`config.mk`:
```
export PLATFORM = sky130hd
export DESIGN_NAME = credit_rr_arb
export DESIGN_NICKNAME = d
export VERILOG_FILES = /design/src/rtl/credit_rr_arb.sv
export SDC_FILE = /design/constraint.sdc
export NUM_CORES = 1
export LEC_CHECK = 0
export CAP_MARGIN = 20
export CORE_ASPECT_RATIO = 0.8
export CORE_MARGIN = 1
export CORE_UTILIZATION = 37
export CTS_CLUSTER_DIAMETER = 150
export CTS_CLUSTER_SIZE = 8
export DETAILED_ROUTE_END_ITERATION = 10
export GPL_ROUTABILITY_DRIVEN = 0
export GPL_TIMING_DRIVEN = 0
export SKIP_LAST_GASP = 1
export SLEW_MARGIN = 20
export SYNTH_ARGS = -nofsm -noshare
export SYNTH_HDL_FRONTEND = slang
export SYNTH_SLANG_ARGS = --single-unit
```
`constraint.sdc`:
```
create_clock -name clk -period 5.9 [get_ports clk]
set_clock_uncertainty 0.1 [all_clocks]
set_input_delay 0.59 -clock clk [delete_from_list [all_inputs] [get_ports clk]]
set_output_delay 0.59 -clock clk [all_outputs]
set_load 0.02 [all_outputs]
```
`src/rtl/credit_rr_arb.sv`:
```
// Round-robin arbiter drawing grants from a shared downstream credit pool.
// The pool can be resized on the fly; resizing drains outstanding credits through FLUSH first.
module credit_rr_arb #(
    parameter int unsigned NREQ = 4,
    parameter int unsigned BW   = 4
) (
    input  logic            clk,
    input  logic            rst,
    input  logic            load_credits,
    input  logic [BW-1:0]   init_credits,
    input  logic [NREQ-1:0] req,
    input  logic            credit_return,
    output logic [NREQ-1:0] grant,
    output logic [BW-1:0]   credits_avail,
    output logic            no_credits,
    output logic            flushing,
    output logic            err_overflow
);

    localparam int unsigned PW = (NREQ > 1) ? $clog2(NREQ) : 1;

    typedef enum logic [1:0] {
        ST_UNINIT = 2'd0,
        ST_RUN    = 2'd1,
        ST_FLUSH  = 2'd2
    } state_e;

    state_e          state_q, state_d;
    logic [BW-1:0]   max_credit_q, max_credit_d;
    logic [BW-1:0]   cnt_q, cnt_d;
    logic [BW-1:0]   pending_q, pending_d;
    logic [PW-1:0]   rr_ptr_q, rr_ptr_d;
    logic            err_q, err_d;

    logic [NREQ-1:0] grant_c;
    logic            grant_en;
    logic            gnt_any;
    logic [PW-1:0]   win_idx;
    logic            at_max;
    logic            ret_ok;
    logic [BW-1:0]   pend_eff;

    // Round-robin pick: first set request at or after rr_ptr, wrapping modulo NREQ.
    always_comb begin
        int idx;
        idx      = 0;
        grant_c  = '0;
        gnt_any  = 1'b0;
        win_idx  = '0;
        grant_en = (state_q == ST_RUN) && (cnt_q != '0) && !load_credits;
        for (int o = 0; o < int'(NREQ); o++) begin
            idx = int'(rr_ptr_q) + o;
            if (idx >= int'(NREQ)) begin
                idx = idx - int'(NREQ);
            end
            if (grant_en && !gnt_any && req[PW'(idx)]) begin
                gnt_any = 1'b1;
                win_idx = PW'(idx);
            end
        end
        if (gnt_any) begin
            grant_c[win_idx] = 1'b1;
        end
    end

    // Next-state, credit accounting and pointer update.
    always_comb begin
        state_d      = state_q;
        max_credit_d = max_credit_q;
        cnt_d        = cnt_q;
        pending_d    = pending_q;
        rr_ptr_d     = rr_ptr_q;
        err_d        = err_q;
        pend_eff     = pending_q;

        at_max = (cnt_q == max_credit_q);
        ret_ok = credit_return && !at_max;

        if (credit_return && at_max) begin
            err_d = 1'b1;
        end

        if (gnt_any) begin
            rr_ptr_d = (win_idx == PW'(NREQ - 1)) ? '0 : win_idx + PW'(1);
        end

        case (state_q)
            ST_UNINIT: begin
                if (load_credits && (init_credits != '0)) begin
                    max_credit_d = init_credits;
                    cnt_d        = init_credits;
                    state_d      = ST_RUN;
                end
            end
            ST_RUN: begin
                if (gnt_any && !ret_ok) begin
                    cnt_d = cnt_q - BW'(1);
                end else if (ret_ok && !gnt_any) begin
                    cnt_d = cnt_q + BW'(1);
                end
                if (load_credits) begin
                    pending_d = init_credits;
                    state_d   = ST_FLUSH;
                end
            end
            ST_FLUSH: begin
                // A load arriving in the completing cycle wins over the older pending size.
                pend_eff  = load_credits ? init_credits : pending_q;
                pending_d = pend_eff;
                if (ret_ok) begin
                    cnt_d = cnt_q + BW'(1);
                end
                if (at_max) begin
                    max_credit_d = pend_eff;
                    cnt_d        = pend_eff;
                    state_d      = (pend_eff != '0) ? ST_RUN : ST_UNINIT;
                end
            end
            default: begin
                state_d = ST_UNINIT;
            end
        endcase
    end

    always_ff @(posedge clk or posedge rst) begin
        if (rst) begin
            state_q      <= ST_UNINIT;
            max_credit_q <= '0;
            cnt_q        <= '0;
            pending_q    <= '0;
            rr_ptr_q     <= '0;
            err_q        <= 1'b0;
        end else begin
            state_q      <= state_d;
            max_credit_q <= max_credit_d;
            cnt_q        <= cnt_d;
            pending_q    <= pending_d;
            rr_ptr_q     <= rr_ptr_d;
            err_q        <= err_d;
        end
    end

    assign grant         = grant_c;
    assign credits_avail = cnt_q;
    assign no_credits    = (cnt_q == '0);
    assign flushing      = (state_q == ST_FLUSH);
    assign err_overflow  = err_q;

    a_grant_onehot: assert property (@(posedge clk) disable iff (rst) $onehot0(grant_c));
    a_cnt_bounded:  assert property (@(posedge clk) disable iff (rst) cnt_q <= max_credit_q);

endmodule
```
==> metrics.txt, run 1 <==
clk_lat worst skew=0.25 ns; post-CTS setup buffer count=0; slowest stage delay, CP=between 0.5 and 0.6 ns; Top Family by Delay on Critical Path=buffers and inverters; Hold Crit Class=flip-flop to flip-flop; Static Leakage=between 0.0007 and 0.0008 uW; FMAX=approximately 290 MHz; setup TNS=0 ns; die extent in x=a little over 70 um; post-synthesis register bit count=17; critical path arrival=2.74 ns; Final period util=0.581; post-synthesis instance area=between 1000 and 1500 um^2; DR DRC count=0; power per cell area=between 500 and 600 nW/um^2; Syn Nets=~180; ys async rst share=1.00; hold-fix buffers at CTS=0; DP Area=roughly 1700 um^2; Seq pwr share=0.254; startpoint types=input pin; Clock Sinks=17; # diodes=0; Period minus WS final=3.43 ns; Worst VDD drop=0.246 mV; worst path bufs/invs=3; Post-synth top flop=dfrtp_1; Syn Area/Cell=roughly 9.3 um^2; Reg clk slew, reported paths=~0.070 ns; DR iter-0 viols=57; H-tree levels=1; critical path cell sequence=clkdlybuf4s50_1, inv_1, a21oi_1, nor2_1, o21ai_0, o21ai_0, and3_1, ha_1, and2_1, clkdlybuf4s50_1; status=completed; Final nets=between 200 and 250; number of global-route vias before repair=approximately 1200; Fin. Hold Viols=0; pin count of the biggest net entering global routing=18; internal power=around 500 uW; total CTS buffers=3; Slowest-stage cell, CP=clkdlybuf4s50_1; MaxCap Viol Count=0; Routed Antenna Nets=0; Die Y=around 58 um; critical path class=input pin to primary output; Sw Ratio=0.468; Clock Power Share=0.094; initial antenna violation count=0; Initial Utilization=0.402; # resized after CTS=0; TritonCTS clock tree=built; wire length per cell=approximately 16 um; core area=around 3600 um^2; combinational power share=0.651; GRT Util Overall=0.182; Area Growth Syn to Fin=21.9%; grt total ovfl=0; Initial DRT Pass Iterations=4; Warnings, synthesis=0; post-synthesis sequential area ratio=0.297; Vias=1211; first-pass GRT wire length=~5800 um; IO Count=23; Syn Inst Count=154; fin. max-slew vios=0; final setup fails=0; vias per cell=5.48; Final Cell Area=roughly 1700 um^2; Worst Tran Pin Value=0.732 ns; Die ar.=between 4000 and 5000 um^2; Setup crit end kind=primary output; library cells used by synthesis=45; Max-Slew Margin vs Limit=0.508; HPWL Detailed=approximately 2700 um; met3 usage=0.0470; PortBufs=21; CTS root buf=clkbuf_8; grt met1 use=0.274; crit path max fanout=5; grt met2 use=0.275; unrepaired setup endpoints after global routing=false; WP data required=approximately 5.2 ns; clock tree buffer depth=2; routed wire length=between 3000 and 4000 um; share of cells above drive strength 1=0.134; GRT busiest layer=met2; # rows=19; Post-synth EDFFs=0; Net Sw Power=~440 uW
==> power by group through the flow <==
| stage | combinational (uW) | sequential [uW] | clock, uW |
|---|---|---|---|
| after floorplan | 433 | 244 | 0 |
| after global placement | 589 | 236 | 0 |
| after detailed placement | 604 | 243 | 0 |
| after CTS | 607 | 240 | 89.7 |
| after global routing | 676 | 250 | 98.0 |
| final | 615 | 240 | 89.1 |
==> cell type report <==
type | instances | area [um^2]
fill | 351 | 1820
multi-input combinational | 123 | 946
sequential | 17 | 425
timing repair buffer | 21 | 210
tap | 42 | 52.6
clock buffer | 4 | 45.0
inverter | 10 | 37.5
buffer | 4 | 30.0
==> per-stage QoR <==
stage | hold WS, ns | power, uW | instances | setup WS, ns | utilization
after floorplan | 0.369 | 677 | 154 | 3.28 | -
after global placement | 0.360 | 825 | 217 | 2.54 | 0.475
after detailed placement | 0.355 | 847 | 217 | 2.45 | 0.475
after CTS | 0.370 | 937 | 221 | 2.44 | 0.488
after global routing | 0.376 | 1020 | 221 | 2.26 | 0.490
final | 0.366 | 944 | 221 | 2.47 | 0.490
==> registers in the layout, indices dropped and copies added, names as in the netlist <==
| signal | count |
|---|---|
| err_overflow | 1 |
| state_q | 2 |
| credits_avail | 4 |
| max_credit_q | 4 |
| pending_q | 4 |
| rr_ptr_q | 2 |
==> final timing paths <==
kind | from | end | slack, ns | depth (start not counted)
max | req[0] | grant[2] | 2.47 | 10
min | err_overflow | err_overflow | 0.37 | 1
max reg2reg | credits_avail[0] | credits_avail[3] | 3.11 | 8
min reg2reg | err_overflow | err_overflow | 0.37 | 1
max in group asynchronous | rst | rr_ptr_q[0] | 4.64 | 2
min in group asynchronous | rst | pending_q[2] | 0.63 | 2
==> metal layers <==
layer / part of all wire / up-vias
met2: 0.43 / 25
li1: - / 612
met1: 0.52 / 572
met5: 0 / -
met3: 0.050 / 2
met4: 0.0012 / 0
==> cell families after synthesis <==
| group | Yosys count | share of synthesized area |
|---|---|---|
| AND/OR/NAND/NOR | 49 | 0.186 |
| multiplexers | 13 | 0.0952 |
| XOR/XNOR | 7 | 0.0480 |
| buffers and inverters | 14 | 0.0472 |
| adder cells (fa/ha/maj) | 11 | 0.0961 |
| AO/OA/AOI/OAI | 43 | 0.231 |
| flip-flops | 17 | 0.297 |
==> synthesized netlist by cell type, types with 2 or more instances <==
library cell   n  area [um^2]
dfrtp_1       17          425
nand2_1       13         48.8
nor2_1        13         48.8
o21ai_0       13         65.1
ha_1          11          138
inv_1         10         37.5
mux2i_1        8         80.1
o211ai_1       6         45.0
a21oi_1        5         25.0
mux2_2         5         56.3
xor2_1         5         43.8
and2_1         4         25.0
nand2b_1       3         18.8
nand3_1        3         15.0
a21bo_2        2         20.0
buf_6          2         22.5
clkbuf_1       2         7.51
nand3b_1       2         15.0
nor4_1         2         12.5
o311a_1        2         20.0
o41ai_1        2         17.5
==> cells in the final DEF (no fill, tap or decap), types with 2 or more instances in the layout <==
cell              n
a21bo_2           2
inv_1            10
mux2_2            5
buf_6             2
mux2i_1           8
o211ai_1          6
o41ai_1           2
a21oi_1           5
and2_1            4
nand2b_1          3
nand2_1          13
clkbuf_1          3
nand3b_1          2
xor2_1            5
clkdlybuf4s50_1  21
ha_1             11
nor2_1           13
nand3_1           3
o311a_1           2
o21ai_0          13
clkbuf_8          3
dfrtp_1          17
==> worst register-to-register path: cells and delay by family, from the launching register on <==
family / cells / cell delay (ns)
DFF: 1 / 0.49
and+or+nand+nor: 2 / 0.68
muxes: 1 / 0.37
adders and majority gates: 1 / 0.24
buffers and inverters: 1 / 0.10
AOI/OAI and AO/OA: 3 / 0.74
(Power assumes the default switching activity.)
==> inputs of run 2 (changes only) <==
- clock period: 5.9 -> 2.9 ns (I/O delays scaled with it)
==> run 2 against run 1 <==
Die area unchanged. Largest power group unchanged. Non-clock buffer count grew 1. Final cell count increased by 0.45%. Combinational power is 110% higher. Core utilization up 0.84 points. Critical path type is now flip-flop to flip-flop. Worst hold slack got worse by 0.038 ns. Global-route usage rose by 0.075 points.
==> metrics.txt, run 2 (synthesized netlist as in run 1, its figures left out) <==
# diodes=0 (unchanged); Slowest-stage cell, CP=dfrtp_2 (was clkdlybuf4s50_1); grt total ovfl=0 (unchanged); worst path bufs/invs=2 (was 3); clk_lat worst skew=0.25 ns (about the same); status=completed (unchanged); total CTS buffers=3 (unchanged); slowest stage delay, CP=0.44 ns (was 0.56 ns); vias per cell=5.54 (was 5.48); Final WS setup=0.224 ns (was 2.47 ns); core area=3570 um^2 (unchanged); setup TNS=0 ns (unchanged); WP data required=2.98 ns (was 5.21 ns); Setup crit end kind=flip-flop (was primary output); Die ar.=4130 um^2 (unchanged); grt met2 use=0.279 (was 0.275); most common cell after layout, fill and taps aside=clkdlybuf4s50_1 (unchanged); leading cell types in the layout, fill and taps excluded=17 x clkdlybuf4s50_1, 15 x dfrtp_1, 13 x nand2_1, 13 x o21ai_0, 12 x nor2_1 (was 21 x clkdlybuf4s50_1, 17 x dfrtp_1, 13 x nand2_1, 13 x nor2_1, 13 x o21ai_0); Final nets=204 (was 203); unrepaired setup endpoints after global routing=false (unchanged); critical path cell sequence=inv_1, ha_1, nor3b_4, buf_4, nor3_4, a21boi_4, mux2_2, o311a_1, o2bb2ai_1 (was clkdlybuf4s50_1, inv_1, a21oi_1, nor2_1, o21ai_0, o21ai_0, and3_1, ha_1, and2_1, clkdlybuf4s50_1); Die Y=57.7 um (unchanged); wire length per cell=15.5 um (about the same); MaxCap Viol Count=0 (unchanged); final setup fails=0 (unchanged); first-pass GRT wire length=5870 um (was 5840 um); critical path class=flip-flop to flip-flop (was input pin to primary output); HPWL Detailed=2700 um (unchanged); Routed Antenna Nets=0 (unchanged); pin count of the biggest net entering global routing=18 (unchanged); PortBufs=21 (unchanged); Top Family by Delay on Critical Path=compound AO/OA/AOI/OAI gates (was buffers and inverters); GRT busiest layer=met2 (unchanged); FMAX=374 MHz; hold-fix buffers at CTS=0 (unchanged); met3 usage=0.0470 (unchanged); IO Count=23 (unchanged); routed wire length=3430 um (about the same); number of global-route vias before repair=1235 (was 1228); Pwr Total=1940 uW (was 944 uW); Area Growth Syn to Fin=24.0% (was 21.9%); Static Leakage=0.000779 uW (was 0.000730 uW); crit path max fanout=10 (was 5); die extent in x=71.6 um (unchanged); Final period util=0.923; power per cell area=1090 nW/um^2 (was 540 nW/um^2); grt met1 use=0.273 (was 0.274); GRT Util Overall=0.183 (was 0.182); critical path arrival=2.76 ns (was 2.74 ns); Worst VDD drop=0.498 mV (was 0.246 mV); Initial Utilization=0.402 (unchanged); post-place setup slack=0.0534 ns (was 2.45 ns); TritonCTS clock tree=built (unchanged); fin. max-slew vios=0 (unchanged); initial antenna violation count=0 (unchanged); clock tree buffer depth=2 (unchanged); share of cells above drive strength 1=0.161 (was 0.134); Worst Tran Pin Value=0.738 ns (was 0.732 ns); Vias=1229 (was 1211); H-tree levels=1 (unchanged); R2R Setup Slk=0.22 ns (was 3.11 ns); DR iter-0 viols=42 (was 57); Max-Slew Margin vs Limit=0.504 (was 0.508); startpoint types=flip-flop (was input pin); Hold Crit Class=input pin to asynchronous set/reset pin (was flip-flop to flip-flop); CTS root buf=clkbuf_8 (unchanged); # rows=19 (unchanged); Fillers=349 (was 351); Clock Sinks=17 (unchanged); Fin. Hold Viols=0 (unchanged); Reg clk slew, reported paths=0.07 ns (about the same); Period minus WS final=about 2.7 ns; Initial DRT Pass Iterations=4 (unchanged); DR DRC count=0 (unchanged)
==> run 2: cell count changes in the layout (fill, tap and decap cells not counted), moves of 2 or more <==
cell / previous run / this run
dfrtp_1: 17 / 15
dlygate4sd2_1: 0 / 2
clkdlybuf4s50_1: 21 / 17
dlymetal6s2s_1: 0 / 2
dfrtp_2: 0 / 2
==> run 2: final timing paths <==
check,endpoint,depth (start not counted),start
max in group asynchronous,credits_avail[0],2,rst
min in group clk,pending_q[3],3,load_credits
worst max-delay path,credits_avail[3],9,credits_avail[0]
worst min register to register,err_overflow,1,err_overflow
worst min-delay path,pending_q[2],2,rst
worst max register to register,credits_avail[3],9,credits_avail[0]
==> run 2: power breakdown <==
part / switching (uW) / internal, uW
logic: 687 / 583
clock network: 84.4 / 97.6
registers: 132 / 361
==> run 2: cell type report <==
| type | instances | area (um^2) | area share |
|---|---|---|---|
| inverter | 10 | 37.5 | 0.0211 |
| clock buffer | 4 | 45.0 | 0.0254 |
| multi-input combinational | 123 | 963 | 0.542 |
| sequential | 17 | 428 | 0.241 |
| timing repair buffer | 22 | 220 | 0.124 |
| tap | 42 | 52.6 | 0.0296 |
| buffer | 4 | 30.0 | 0.0169 |
==> run 2: through the flow <==
step | std cells | utilization | hold slack (ns) | cell area (um^2)
6_report | 222 | 0.498 | 0.328 | 1780
4_1_cts | 221 | 0.491 | 0.338 | 1750
2_1_floorplan | 154 | - | 0.116 | 1430
3_5_place_dp | 217 | 0.475 | 0.355 | 1700
5_1_grt | 222 | 0.498 | 0.343 | 1780
3_3_place_gp | 217 | 0.475 | 0.360 | 1700
==> run 2: routing by layer <==
layer,share of wire,up-vias
li1,-,613
met1,0.51,584
met2,0.44,30
met3,0.050,2
met4,0.0012,0
met5,0,-
==> run 2: timing repair <==
| action | CTS | global route |
|---|---|---|
| buffers inserted | 0 | 1 |
| cloned | 0 | 0 |
| gates resized for setup | 6 | 4 |
| endpoints found under the setup margin | 4 | 3 |
==> inputs of run 3 (changes only) <==
- CORE_UTILIZATION: 37 -> 30
- GPL_TIMING_DRIVEN: 0 -> not set
==> run 3 against run 2 <==
First-iteration DRC count rose by 120%. Total power fell by 0.66%. Sequential cell count did not move. Die area rose by 23%. Non-clock buffer count rose by 5. Maximum frequency rose by 5.8%. Combinational power barely moved.
==> metrics.txt, run 3 (synthesized netlist as in run 1, its figures left out) <==
critical path cell sequence=xor2_2, or4_4, a21boi_4, mux2_2, o311a_1, o2bb2ai_1 (was inv_1, ha_1, nor3b_4, buf_4, nor3_4, a21boi_4, mux2_2, o311a_1, o2bb2ai_1); FMAX=395 MHz (was 374 MHz); routed wire length=3240 um (was 3430 um); critical path arrival=2.61 ns (was 2.76 ns); Static Leakage=0.000839 uW (was 0.000779 uW); TritonCTS clock tree=built (unchanged); total CTS buffers=3 (unchanged); # diodes=0 (unchanged); fin. max-slew vios=0 (unchanged); Period minus WS final=2.53 ns (was 2.68 ns); slowest stage delay, CP=0.59 ns (was 0.44 ns); Vias=1234 (was 1229); Fin. Hold Viols=0 (unchanged); status=completed (unchanged); final hold slack=0.336 ns (was 0.328 ns); H-tree levels=1 (unchanged); # rows=22 (was 19); critical path class=flip-flop to flip-flop (unchanged); initial antenna violation count=0 (unchanged); r2r worst-path depth=6 (was 9); clock tree buffer depth=2 (unchanged); share of cells above drive strength 1=0.168 (was 0.161); hold-fix buffers at CTS=0 (unchanged); HPWL Detailed=2520 um (was 2700 um); Initial DRT Pass Iterations=4 (unchanged); Reg clk slew, reported paths=0.07 ns (about the same); setup TNS=0 ns (unchanged); Hold Crit Class=input pin to asynchronous set/reset pin (unchanged); pin count of the biggest net entering global routing=18 (unchanged); Setup crit end kind=flip-flop (unchanged); Worst Tran Pin Value=0.690 ns (was 0.738 ns); wire length per cell=13.2 um (was 15.5 um); RR Endpoint=credits_avail[3] (unchanged); MaxCap Viol Count=0 (unchanged); number of global-route vias before repair=1145 (was 1235); Worst VDD drop=0.613 mV (was 0.498 mV); startpoint types=flip-flop (unchanged); unrepaired setup endpoints after global routing=false (unchanged); leading cell types in the layout, fill and taps excluded=18 x clkdlybuf4s50_1, 17 x dfrtp_1, 13 x nand2_1, 13 x o21ai_0, 12 x nor2_1 (was 17 x clkdlybuf4s50_1, 15 x dfrtp_1, 13 x nand2_1, 13 x o21ai_0, 12 x nor2_1); Clock Sinks=17 (unchanged); Max-Slew Margin vs Limit=0.540 (was 0.504); first-pass GRT wire length=5690 um (was 5870 um); Die Y=63.8 um (was 57.7 um); die extent in x=79.3 um (was 71.6 um); GRT Util Overall=0.144 (was 0.183); Slowest-stage cell, CP=or4_4 (was dfrtp_2); IO Count=23 (unchanged); Final WS setup=0.370 ns (was 0.224 ns); Area Growth Syn to Fin=27.7% (was 24.0%); DR iter-0 viols=92 (was 42); post-place setup slack=0.109 ns (was 0.0534 ns); Die ar.=5060 um^2 (was 4130 um^2); Routed Antenna Nets=0 (unchanged); DR DRC count=0 (unchanged); clk_lat worst skew=0.25 ns (about the same); final setup fails=0 (unchanged); grt total ovfl=0 (unchanged); vias per cell=5.04 (was 5.54); worst path bufs/invs=0 (was 2); CTS root buf=clkbuf_8 (unchanged); Initial Utilization=0.312 (was 0.402); crit path max fanout=8 (was 10); R2R Setup Slk=0.37 ns (was 0.22 ns); PortBufs=22 (was 21); WP data required=2.98 ns (about the same); Reg-to-Reg Start=credits_avail[2] (was credits_avail[0]); Top Family by Delay on Critical Path=compound AO/OA/AOI/OAI gates (unchanged); Final nets=209 (was 204); Final period util=0.872 (was 0.923); core area=4600 um^2 (was 3570 um^2); most common cell after layout, fill and taps aside=clkdlybuf4s50_1 (unchanged); Fillers=471 (was 349); power per cell area=1060 nW/um^2 (was 1090 nW/um^2)
[run 3: changes by cell type in the layout (fill, tap and decap cells not counted), moves of 2 or more]
cell            delta
buf_4              +8
buf_6              -2
clkbuf_1           -2
dfrtp_1            +2
dfrtp_2            -2
dlygate4sd2_1      -2
dlymetal6s2s_1     +2
[run 3: timing repair]
action / in CTS / in global routing
endpoints found under the setup margin: 0 / 4
setup buffers: 0 / 1
gates resized for setup: 0 / 6
[run 3: worst max path at each step]
stage / start / end / cells past startpoint
floorplan: credits_avail[0] / credits_avail[3] / 8
global placement: req[0] / grant[2] / 10
detailed placement: req[0] / grant[3] / 10
CTS: state_q[1] / grant[3] / 9
global route: credits_avail[2] / credits_avail[3] / 6
finish: credits_avail[2] / credits_avail[3] / 6
[run 3: report_power, final]
group          switching (uW)  leakage, uW  total (uW)  internal [uW]
registers                 124     0.000201         481            357
clock network            86.3    0.0000228         184           97.6
logic                     661     0.000614        1270            606
[run 3: metal layers]
metal,up-vias,routed length (um),global-route usage
li1,616,-,-
met1,591,1780,0.226
met2,23,1300,0.198
met3,4,132,0.0314
met4,0,23,0.0273
met5,-,0,0
[run 3: area by class of cell]
| type | instances | area (um^2) | share of cell area |
|---|---|---|---|
| multi-input combinational | 123 | 948 | 0.518 |
| tap | 60 | 75.1 | 0.0410 |
| inverter | 10 | 37.5 | 0.0205 |
| timing repair buffer | 31 | 298 | 0.163 |
| clock buffer | 4 | 45.0 | 0.0246 |
| sequential | 17 | 425 | 0.233 |
[run 3: per-stage QoR]
stage | cells | util | total power [uW] | instance area [um^2]
floorplan | 154 | - | 1380 | 1430
global placement | 240 | 0.382 | 1720 | 1760
detailed placement | 240 | 0.382 | 1730 | 1760
CTS | 244 | 0.392 | 1930 | 1800
global route | 245 | 0.398 | 2130 | 1830
finish | 245 | 0.398 | 1930 | 1830
